--- config.mk ---
export PLATFORM = sky130hd
export DESIGN_NAME = pipeline_run_ctrl
export DESIGN_NICKNAME = d
export VERILOG_FILES = /design/src/rtl/run_ctrl_pkg.sv /design/src/rtl/cycle_counter.sv /design/src/rtl/pipeline_run_ctrl.sv
export SDC_FILE = /design/constraint.sdc
export NUM_CORES = 1
export LEC_CHECK = 0
export ABC_AREA = 1
export CELL_PAD_IN_SITES_DETAIL_PLACEMENT = 0
export CELL_PAD_IN_SITES_GLOBAL_PLACEMENT = 1
export CORE_ASPECT_RATIO = 1.2
export CORE_MARGIN = 2
export CORE_UTILIZATION = 38
export CTS_BUF_LIST = sky130_fd_sc_hd__clkbuf_16
export DETAILED_ROUTE_END_ITERATION = 8
export GPL_ROUTABILITY_DRIVEN = 0
export GPL_TIMING_DRIVEN = 1
export PLACE_DENSITY = 0.9
export SYNTH_ARGS = -nofsm -noshare
export SYNTH_HDL_FRONTEND = slang
export SYNTH_SLANG_ARGS = --single-unit
--- constraint.sdc ---
create_clock -name CLK -period 2.4 [get_ports CLK]
set_input_delay 0.48 -clock CLK [delete_from_list [all_inputs] [get_ports CLK]]
set_output_delay 0.48 -clock CLK [all_outputs]
set_load 0.02 [all_outputs]
--- src/rtl/run_ctrl_pkg.sv ---
// Shared run-control definitions: state encoding,
// state width and default counter width.
package run_ctrl_pkg;

  localparam int STATE_W   = 3;
  localparam int CNT_W_DEF = 32;

  typedef enum logic [STATE_W-1:0] {
    S_IDLE  = 3'd0,
    S_RUN   = 3'd1,
    S_RUN_N = 3'd2,
    S_STEP  = 3'd3,
    S_HALT  = 3'd4
  } state_e;

  function automatic logic is_running(
    input state_e s
  );
    return (s == S_RUN) || (s == S_RUN_N) || (s == S_STEP);
  endfunction

endpackage

--- src/rtl/cycle_counter.sv ---
// Free-running enabled-cycle counter with synchronous
// clear; wraps modulo 2^W.
module cycle_counter #(
  parameter int W = 32
) (
  input  logic         clk,
  input  logic         rst,
  input  logic         en,
  input  logic         clr,
  output logic [W-1:0] count
);

  logic [W-1:0] count_q;
  logic [W-1:0] count_d;

  always_comb begin
    count_d = count_q;
    if (clr) begin
      count_d = '0;
    end else if (en) begin
      count_d = count_q + W'(1);
    end
  end

  always_ff @(posedge clk or posedge rst) begin
    if (rst) begin
      count_q <= '0;
    end else begin
      count_q <= count_d;
    end
  end

  assign count = count_q;

endmodule

--- src/rtl/pipeline_run_ctrl.sv ---
// Run-control sequencer gating the pipeline clock enable:
// free-run, single-step, run-N and halt handling.
module pipeline_run_ctrl
  import run_ctrl_pkg::*;
#(
  parameter int CNT_W    = CNT_W_DEF,
  parameter int STEP_LEN = 1
) (
  input  logic               CLK,
  input  logic               RST,
  input  logic               start,
  input  logic               stop,
  input  logic               step,
  input  logic               run_n,
  input  logic [CNT_W-1:0]   n_cycles,
  input  logic               halt_req,
  input  logic               clr_cnt,
  output logic               pipe_en,
  output logic               busy,
  output logic               halted,
  output logic               done,
  output logic [STATE_W-1:0] state_o,
  output logic [CNT_W-1:0]   cycle_count
);

  state_e           state_q;
  state_e           state_d;
  logic [CNT_W-1:0] budget_q;
  logic [CNT_W-1:0] budget_d;
  logic             done_q;
  logic             done_d;
  logic             pipe_en_q;
  logic             busy_q;
  logic             halted_q;

  always_comb begin
    state_d  = state_q;
    budget_d = budget_q;
    done_d   = 1'b0;
    case (state_q)
      // HALT accepts the same commands as IDLE; a command
      // beats a still-asserted halt_req on that edge.
      S_IDLE, S_HALT: begin
        if (step) begin
          state_d  = S_STEP;
          budget_d = CNT_W'(STEP_LEN);
        end else if (run_n) begin
          if (n_cycles != '0) begin
            state_d  = S_RUN_N;
            budget_d = n_cycles;
          end else begin
            done_d = 1'b1;
          end
        end else if (start) begin
          state_d = S_RUN;
        end
      end
      S_RUN: begin
        if (halt_req) begin
          state_d = S_HALT;
          done_d  = 1'b1;
        end else if (stop) begin
          state_d = S_IDLE;
          done_d  = 1'b1;
        end
      end
      S_RUN_N, S_STEP: begin
        if (halt_req) begin
          state_d  = S_HALT;
          budget_d = '0;
          done_d   = 1'b1;
        end else if (stop) begin
          state_d  = S_IDLE;
          budget_d = '0;
          done_d   = 1'b1;
        end else if (budget_q == CNT_W'(1)) begin
          state_d  = S_IDLE;
          budget_d = '0;
          done_d   = 1'b1;
        end else begin
          budget_d = budget_q - CNT_W'(1);
        end
      end
      default: begin
        state_d  = S_IDLE;
        budget_d = '0;
      end
    endcase
  end

  always_ff @(posedge CLK or posedge RST) begin
    if (RST) begin
      state_q   <= S_IDLE;
      budget_q  <= '0;
      done_q    <= 1'b0;
      pipe_en_q <= 1'b0;
      busy_q    <= 1'b0;
      halted_q  <= 1'b0;
    end else begin
      state_q   <= state_d;
      budget_q  <= budget_d;
      done_q    <= done_d;
      pipe_en_q <= is_running(state_d);
      busy_q    <= is_running(state_d);
      halted_q  <= (state_d == S_HALT);
    end
  end

  cycle_counter #(
    .W (CNT_W)
  ) u_cnt (
    .clk   (CLK),
    .rst   (RST),
    .en    (pipe_en_q),
    .clr   (clr_cnt),
    .count (cycle_count)
  );

  assign pipe_en = pipe_en_q;
  assign busy    = busy_q;
  assign halted  = halted_q;
  assign done    = done_q;
  assign state_o = state_q;

endmodule
# After elaboration in Yosys (flattened, before gate mapping)

Index checks and enable logic that the tools add are counted.

Reduce and logical (&&, ||, !) cells: 8
Equality and inequality tests: 11
Bitwise operators: 1
$add $sub $neg: 2
Muxes and demuxes: 28

Operator list:

| kind                    | count |
|---|---|
| $mux W32                | 8 |
| $pmux W32 S3            | 1 |
| $add A32 B1 Y32 const B | 1 |
| $eq A32 B1 Y1 const B   | 1 |
| $reduce_bool A32 Y1     | 1 |
| $sub A32 B1 Y32 const B | 1 |
| $mux W3                 | 9 |
| $eq A3 B2 Y1 const B    | 4 |
| $pmux W3 S3             | 1 |
| $mux W1                 | 8 |
| $eq A3 B1 Y1 const B    | 2 |
| $eq A3 B3 Y1 const B    | 2 |
| $ne A3 B3 Y1 const B    | 2 |
| $reduce_or A2 Y1        | 2 |
| $logic_not A3 Y1        | 1 |
| $pmux W1 S3             | 1 |
| $reduce_and A3 Y1       | 1 |
| $logic_or A1 B1 Y1      | 2 |
| $reduce_bool A2 Y1      | 1 |
| $not A1 Y1              | 1 |

Register bits: 70
Output and inout bits: 39
Bits of input ports: 40
Word-level logic and storage cells: 56

# Depth between registers and ports, before layout

Gate-level depths: netlist of the first run.

Depth in word-level cells: 8
Gate-level depth with buffers: 12

# Modules after synthesis

Synthesis of the first run repeated with hierarchy kept, for this count alone.

Cells, all modules: 770
Area total of the unflattened synthesis: 4958.5 µm²

Modules (own cells, without submodules):

| module            | seq. area each (µm²) | area an instance (µm²) | instances | cells an instance |
|---|---|---|---|---|
| pipeline_run_ctrl | 950.9                | 3076.7                 | 1         | 500 |
| cycle_counter     | 800.8                | 1881.8                 | 1         | 270 |

# Least setup slack after synthesis of the first run

Ideal clock, no wire load.

Path type: reg2reg
Start point: reg u_cnt.count_q[0] (netlist: u_cnt.count[0])
End point: reg u_cnt.count_q[18] (netlist: u_cnt.count[18])
Cell stages (with the launch flop): 9
Slack: 702 ps
Clock period less this slack: 1698 ps
Library setup time: 117 ps
Data arrival time: 1581 ps
Data required time: 2283 ps
Buffers on the path: 0
Cells stage by stage: dfrtp_1 ha_1 nand2_1 nor3_4 nand2_2 nor3_4 nand2_2 o21ai_2 nor2_2

Cells in the longest elaborated chain, start to end: 3

RTL lines:

| item                   | line                | RTL |
|---|---|---|
| start, declared        | cycle_counter.sv:13 | `logic [W-1:0] count_q;` |
| start signal, assigned | cycle_counter.sv:29 | `count_q <= count_d;` |
| $add A32 B1 Y32        | cycle_counter.sv:21 | `count_d = count_q + W'(1);` |
| $mux W32               | cycle_counter.sv:20 | `end else if (en) begin` |
| $mux W32               | cycle_counter.sv:18 | `if (clr) begin` |

Every way passes these cells. The select of a mux whose other input is x is not followed.
A chain may end at the register's enable or synchronous reset.

# Final worst setup path of the first run

Start point: reg u_cnt.count_q[4] (netlist: u_cnt.count[4])
End point: out cycle_count[4]

RTL lines:

| item          | line                    | RTL |
|---|---|---|
| end, declared | pipeline_run_ctrl.sv:23 | `output logic [CNT_W-1:0] cycle_count` |

No word-level cell between the ends.

==> results of run 1 <==
==> registers in the layout (all words and copies together) (netlist names) <==
name         flops
budget_q        32
u_cnt.count     32
state_o          3
busy             1
done             1
halted           1
==> per-layer routing <==
metal  vias up  wire (um)
met2       142       7360
met3        20        583
li1       2653          -
met1      2355       6300
met4         0        299
met5         -          0
==> layout by cell type, fill, tap and decap left out, drive strengths merged <==
cell and count:
clkinvlp 1, a21o 1, dfrtp 70, clkdlybuf4s50 78, o221ai 1, o21ai 41, o21bai 8, xnor2 6
a221oi 1, ha 3, clkbuf 9, nor4 2, or2 2, nor3b 1, nand4 20, nand2 297
clkinv 5, a21oi 15, inv 77, buf 15, nor2 135, nand3b 4, o211ai 2, xor2 9
nor3 17, o21a 1, nand3 51
==> report_power, final <==
part	leakage, uW	switching, uW	internal, uW
clock	0.000135	511	683
combinational	0.00187	2530	1360
sequential	0.000950	418	1480
total	0.00295	3460	3530
==> per-stage QoR <==
step	area, um^2	power (uW)
2_1_floorplan	5070	4640
3_3_place_gp	6120	5760
3_5_place_dp	6120	5770
4_1_cts	6380	7010
5_1_grt	6380	7630
6_report	6380	6980
==> area by class of cell <==
| cell class | instances | area (um^2) | share of cell area [%] |
|---|---|---|---|
| multi-input cells | 617 | 2920 | 45.8 |
| inverters | 76 | 285 | 4.47 |
| clock inverters | 7 | 33.8 | 0.529 |
| flip-flops and latches | 70 | 1750 | 27.4 |
| well taps | 168 | 210 | 3.29 |
| clock buffers | 9 | 225 | 3.53 |
| repair buffers | 93 | 956 | 15.0 |
==> kinds of logic after synthesis <==
logic type,after synthesis
DFF,70
xor gates and xnor gates,15
buffers and inverters,94
AOI/OAI and AO/OA,70
and+or+nand+nor,529
adders and majority gates,3
==> worst max path at each step <==
stage | endpoint | slack [ps] | depth (start not counted)
6_report | cycle_count[4] | 420 | 1
5_1_grt | budget_q[23] | 270 | 10
4_1_cts | pipe_en | 410 | 1
3_5_place_dp | budget_q[18] | 210 | 11
3_3_place_gp | budget_q[31] | 250 | 10
2_1_floorplan | budget_q[0] | 150 | 1
==> flow_metrics.tcl, run 1 <==
set metrics [dict create \
    status "finished, final reports clean" \
    slowest_stage "clkdlybuf4s50_1" \
    fin_worst_skew_ps 9.88 \
    cp.arrival_ps 1500 \
    antenna_found_initial 0 \
    drive_above_1_share_pct 9.29 \
    syn_to_final_growth_pct 25.9 \
    cts_resized 0 \
    port_buffers 78 \
    syn-num-nets 824 \
    start_util_pct 38.6 \
    finalSetupViolations 0 \
    nets 910 \
    syn_area_per_cell_um2 6.49 \
    finalCritPeriodShare_pct 82.4 \
    r2r_start "u_cnt.count[0]" \
    path_cells "clkdlybuf4s50_1" \
    min_path_type "input pin to asynchronous set/reset pin" \
    drv_slew 0 \
    path_class "flop to output pin" \
    yosys_warnings 0 \
    path_clk_slew_ps 60 \
    firstDrtPassIters 5 \
    insertion_delay_ps 330 \
    ios 79 \
    synth_flop_cell "dfrtp_1" \
    first_iter_violations 377 \
    grt_pass1_vias 5038 \
    dieArea_um2 14300 \
    rr_endpoint "u_cnt.count[26]" \
    cp_max_fo 7 \
    drc 0 \
    synth_area_um2 5070 \
    grt_max_degree 35 \
    endpoint_kind "output pin" \
    grt_overflow_total 0 \
    met3_usage_pct 3.03 \
    cts_num_sinks 70 \
    tightest_slew_ps 515 \
    crit_path_start_kind "flop" \
    crit_buf_inv 1 \
    cts_buffer_depth 2 \
    vias_per_cell 4.97 \
    ys_top_cells_by_count "nand2_1, nor2_1, dfrtp_1, inv_1, nand3_1" \
    synth_xor_area_share_pct 2.59 \
    antenna_left 0 \
    placed_cells 1024 \
    n_fill_cell 1380 \
    fin_util_pct 48.6 \
    synthDistinctLibCells 39 \
    yosys.area_share.adder_pct 0.741 \
    die_w_um 109 \
    synth_top_family_by_area "simple AND/OR/NAND/NOR gates" \
    period_minus_slack_ps 1980 \
    maxCapViolCount 0 \
    p_leak_uw 0.00295 \
    hold_viol_final 0 \
    grt_most_used_layer "met2" \
    cts_buffers 9 \
    wl_per_cell_um 14.0 \
    vdd_drop_max_uv 586 \
    pre_cts_ws_ps 214 \
    fmax_mhz 506 \
    antenna_cells 0 \
    critical-path-top-delay-family "buffers and inverters" \
    synth.area.top_cells "dfrtp_1, nand2_1, nor2_1" \
    core_um2 13100 \
    rrSetupSlack_ps 470 \
    hpwl_um 11300 \
    max_stage_delay_ps 660 \
    instances_no_fill 1040 \
    root_buffer "clkbuf_16" \
    met1_usage_pct 26.4 \
    placementRows 46 \
    vias 5170 \
    syn_inst 781 \
    hold-worst-slack_ps 512 \
    worst_r2r_path_depth 9 \
    required_ps 1920 \
    cts_tree "built" \
    wirelength_um 14500 \
    synth.largest_area_cell "dfrtp_1" \
    post-synth-top-count-cell "nand2_1" \
    rsz0062_at_grt "false" \
    synth_edf_count 0 \
    synth_simple_gate_area_share_pct 46.4 \
    synth-compound-area-share_pct 7.87 \
    ys_ff_latch 70 \
    startpoint "u_cnt.count[4]" \
    fp.dieH_um 131 \
    post-cts-setup-buffers 0 \
    maxSlewHeadroom_pct 65.6 \
    synth-async-reset-ratio_pct 100 \
    holdBufCountCts 0 \
    powerDensity_nw_per_um2 1090 \
    grt_use_total_pct 21.9 \
    yosysTopAreaCellShare_pct 34.6 \
    synthMuxAreaShare_pct 0 \
    htreeDepth 3 \
    seq_area_frac_synth_pct 34.6 \
    grt_pass1_wl_um 24400 \
    fin_ws_ps 423 \
    grtUsageMet2_pct 39.3 \
    fin_setup_tns_ps 0 \
]
(Power assumes the default switching activity.)
==> run 2, diff against run 1 <==
Clock period 2.4 ns to 1.9 ns, I/O delays scaled along.
==> run 2 against run 1 <==
Net effect: setup slack got worse by 370 ps; total power rose by 36%; sequential power rose by 25%; worst hold slack got worse by 30 ps; first-iteration DRC count rose by 8.2%; design area rose by 7.4%; combinational power rose by 39%; largest cell class unchanged; critical path depth did not move; sequential share of layout area fell by 1.9 points; utilization rose by 3.6 points; critical endpoint is now cycle_count[3]; die area did not move.
==> flow_metrics.tcl, run 2 (synthesis results as in run 1) <==
set metrics [dict create \
    rsz0062_at_grt "false" \
    fin_setup_tns_ps 0 \
    drv_slew 0 \
    placed_cells 1072 \
    placementRows 46 \
    drc 0 \
    dieArea_um2 14300 \
    insertion_delay_ps 340 \
    drive_above_1_share_pct 16.2 \
    final_cell_mix "nand2_1, nor2_1, clkdlybuf4s50_1" \
    wl_per_cell_um 13.7 \
    r2r_start "u_cnt.count[4]" \
    die_w_um 109 \
    port_buffers 78 \
    path_class "flop to output pin" \
    tightest_slew_ps 445 \
    grt_pass1_wl_um 25100 \
    slowest_stage "clkdlybuf4s50_1" \
    core_um2 13100 \
    period_minus_slack_ps 1850 \
    fmax_mhz 541 \
    vias 5373 \
    path_clk_slew_ps 60 \
    crit_path_start_kind "flop" \
    htreeDepth 3 \
    rr_endpoint "u_cnt.count[16]" \
    grt_use_total_pct 22.4 \
    cp.arrival_ps 1470 \
    antenna_left 0 \
    root_buffer "clkbuf_16" \
    maxSlewHeadroom_pct 70.1 \
    hpwl_um 11600 \
    powerDensity_nw_per_um2 1380 \
    final_common_cell "nand2_1" \
    ios 79 \
    cp_max_fo 7 \
    crit_buf_inv 1 \
    crit_cells 1 \
    p_leak_uw 0.00322 \
    grt_max_degree 71 \
    grt_pass1_vias 5243 \
    hold_viol_final 0 \
    finalCritPeriodShare_pct 97.3 \
    p_total_uw 9480 \
    worst_r2r_path_depth 7 \
    maxCapViolCount 0 \
    fin_worst_skew_ps 6.37 \
    critical-path-top-delay-family "buffers and inverters" \
    max_stage_delay_ps 650 \
    fin_util_pct 52.3 \
    first_iter_violations 408 \
    wirelength_um 14900 \
    start_util_pct 38.6 \
    instances_no_fill 1089 \
    syn_to_final_growth_pct 35.3 \
    grt_overflow_total 0 \
    vias_per_cell 4.93 \
    firstDrtPassIters 5 \
    cts_buffers 9 \
    finalSetupViolations 0 \
    required_ps 1520 \
    endpoint_kind "output pin" \
    vdd_drop_max_uv 665 \
    antenna_cells 0 \
    cts_buffer_depth 2 \
    min_path_type "input pin to asynchronous set/reset pin" \
    nets 959 \
    fp.dieH_um 131 \
    path_cells "clkdlybuf4s50_1" \
    antenna_found_initial 0 \
    status "finished, final reports clean" \
    cts_tree "built" \
    holdBufCountCts 0 \
    rrSetupSlack_ps 140 \
    cts_num_sinks 70 \
]
-- run 2: timing repair --
item                       in CTS  in global routing
setup endpoints to repair       0                 27
resized for setup               0                 19
setup buffers                   0                  1
-- run 2: layout make-up --
cell class	count	area, um^2
tap	168	210
multi-input combinational	617	2960
inverter	76	289
timing repair buffer	142	1350
clock buffer	9	225
clock inverter	7	65.1
fill	1347	6270
sequential	70	1750
-- run 2: worst min-delay path: stages --
cell,delay [ps]
clkdlybuf4s50_1,440
clkinvlp_4,90
buf_12,300
-- run 2: stage by stage --
stage | hold slack [ps] | setup WS [ps] | area (um^2)
floorplan | 443 | 202 | 5070
global placement | 507 | -188 | 6510
detailed placement | 518 | -200 | 6510
CTS | 521 | 22.4 | 6800
global route | 522 | 3.10 | 6860
finish | 482 | 51.6 | 6860
-- run 2: worst max-delay path by stage --
| stage | slack [ps] | to | startpoint |
|---|---|---|---|
| floorplan | 200 | u_cnt.count[18] | u_cnt.count[0] |
| global placement | -190 | budget_q[22] | n_cycles[15] |
| detailed placement | -200 | budget_q[4] | n_cycles[14] |
| CTS | 20 | cycle_count[4] | u_cnt.count[4] |
| global route | 3 | cycle_count[12] | u_cnt.count[12] |
| finish | 50 | cycle_count[3] | u_cnt.count[3] |
-- run 2: metal layers --
layer | global-route usage [%] | up-vias | wire length [um]
met4 | 8.19 | 0 | 439
li1 | - | 2755 | -
met5 | 0 | - | 0
met2 | 40.6 | 131 | 7550
met3 | 3.62 | 35 | 505
met1 | 26.5 | 2452 | 6420
-- run 2: report_power, final --
group | internal (uW) | switching (uW) | leakage, uW
registers | 1880 | 507 | 0.000947
logic | 2080 | 3340 | 0.00213
clock network | 1010 | 667 | 0.000143
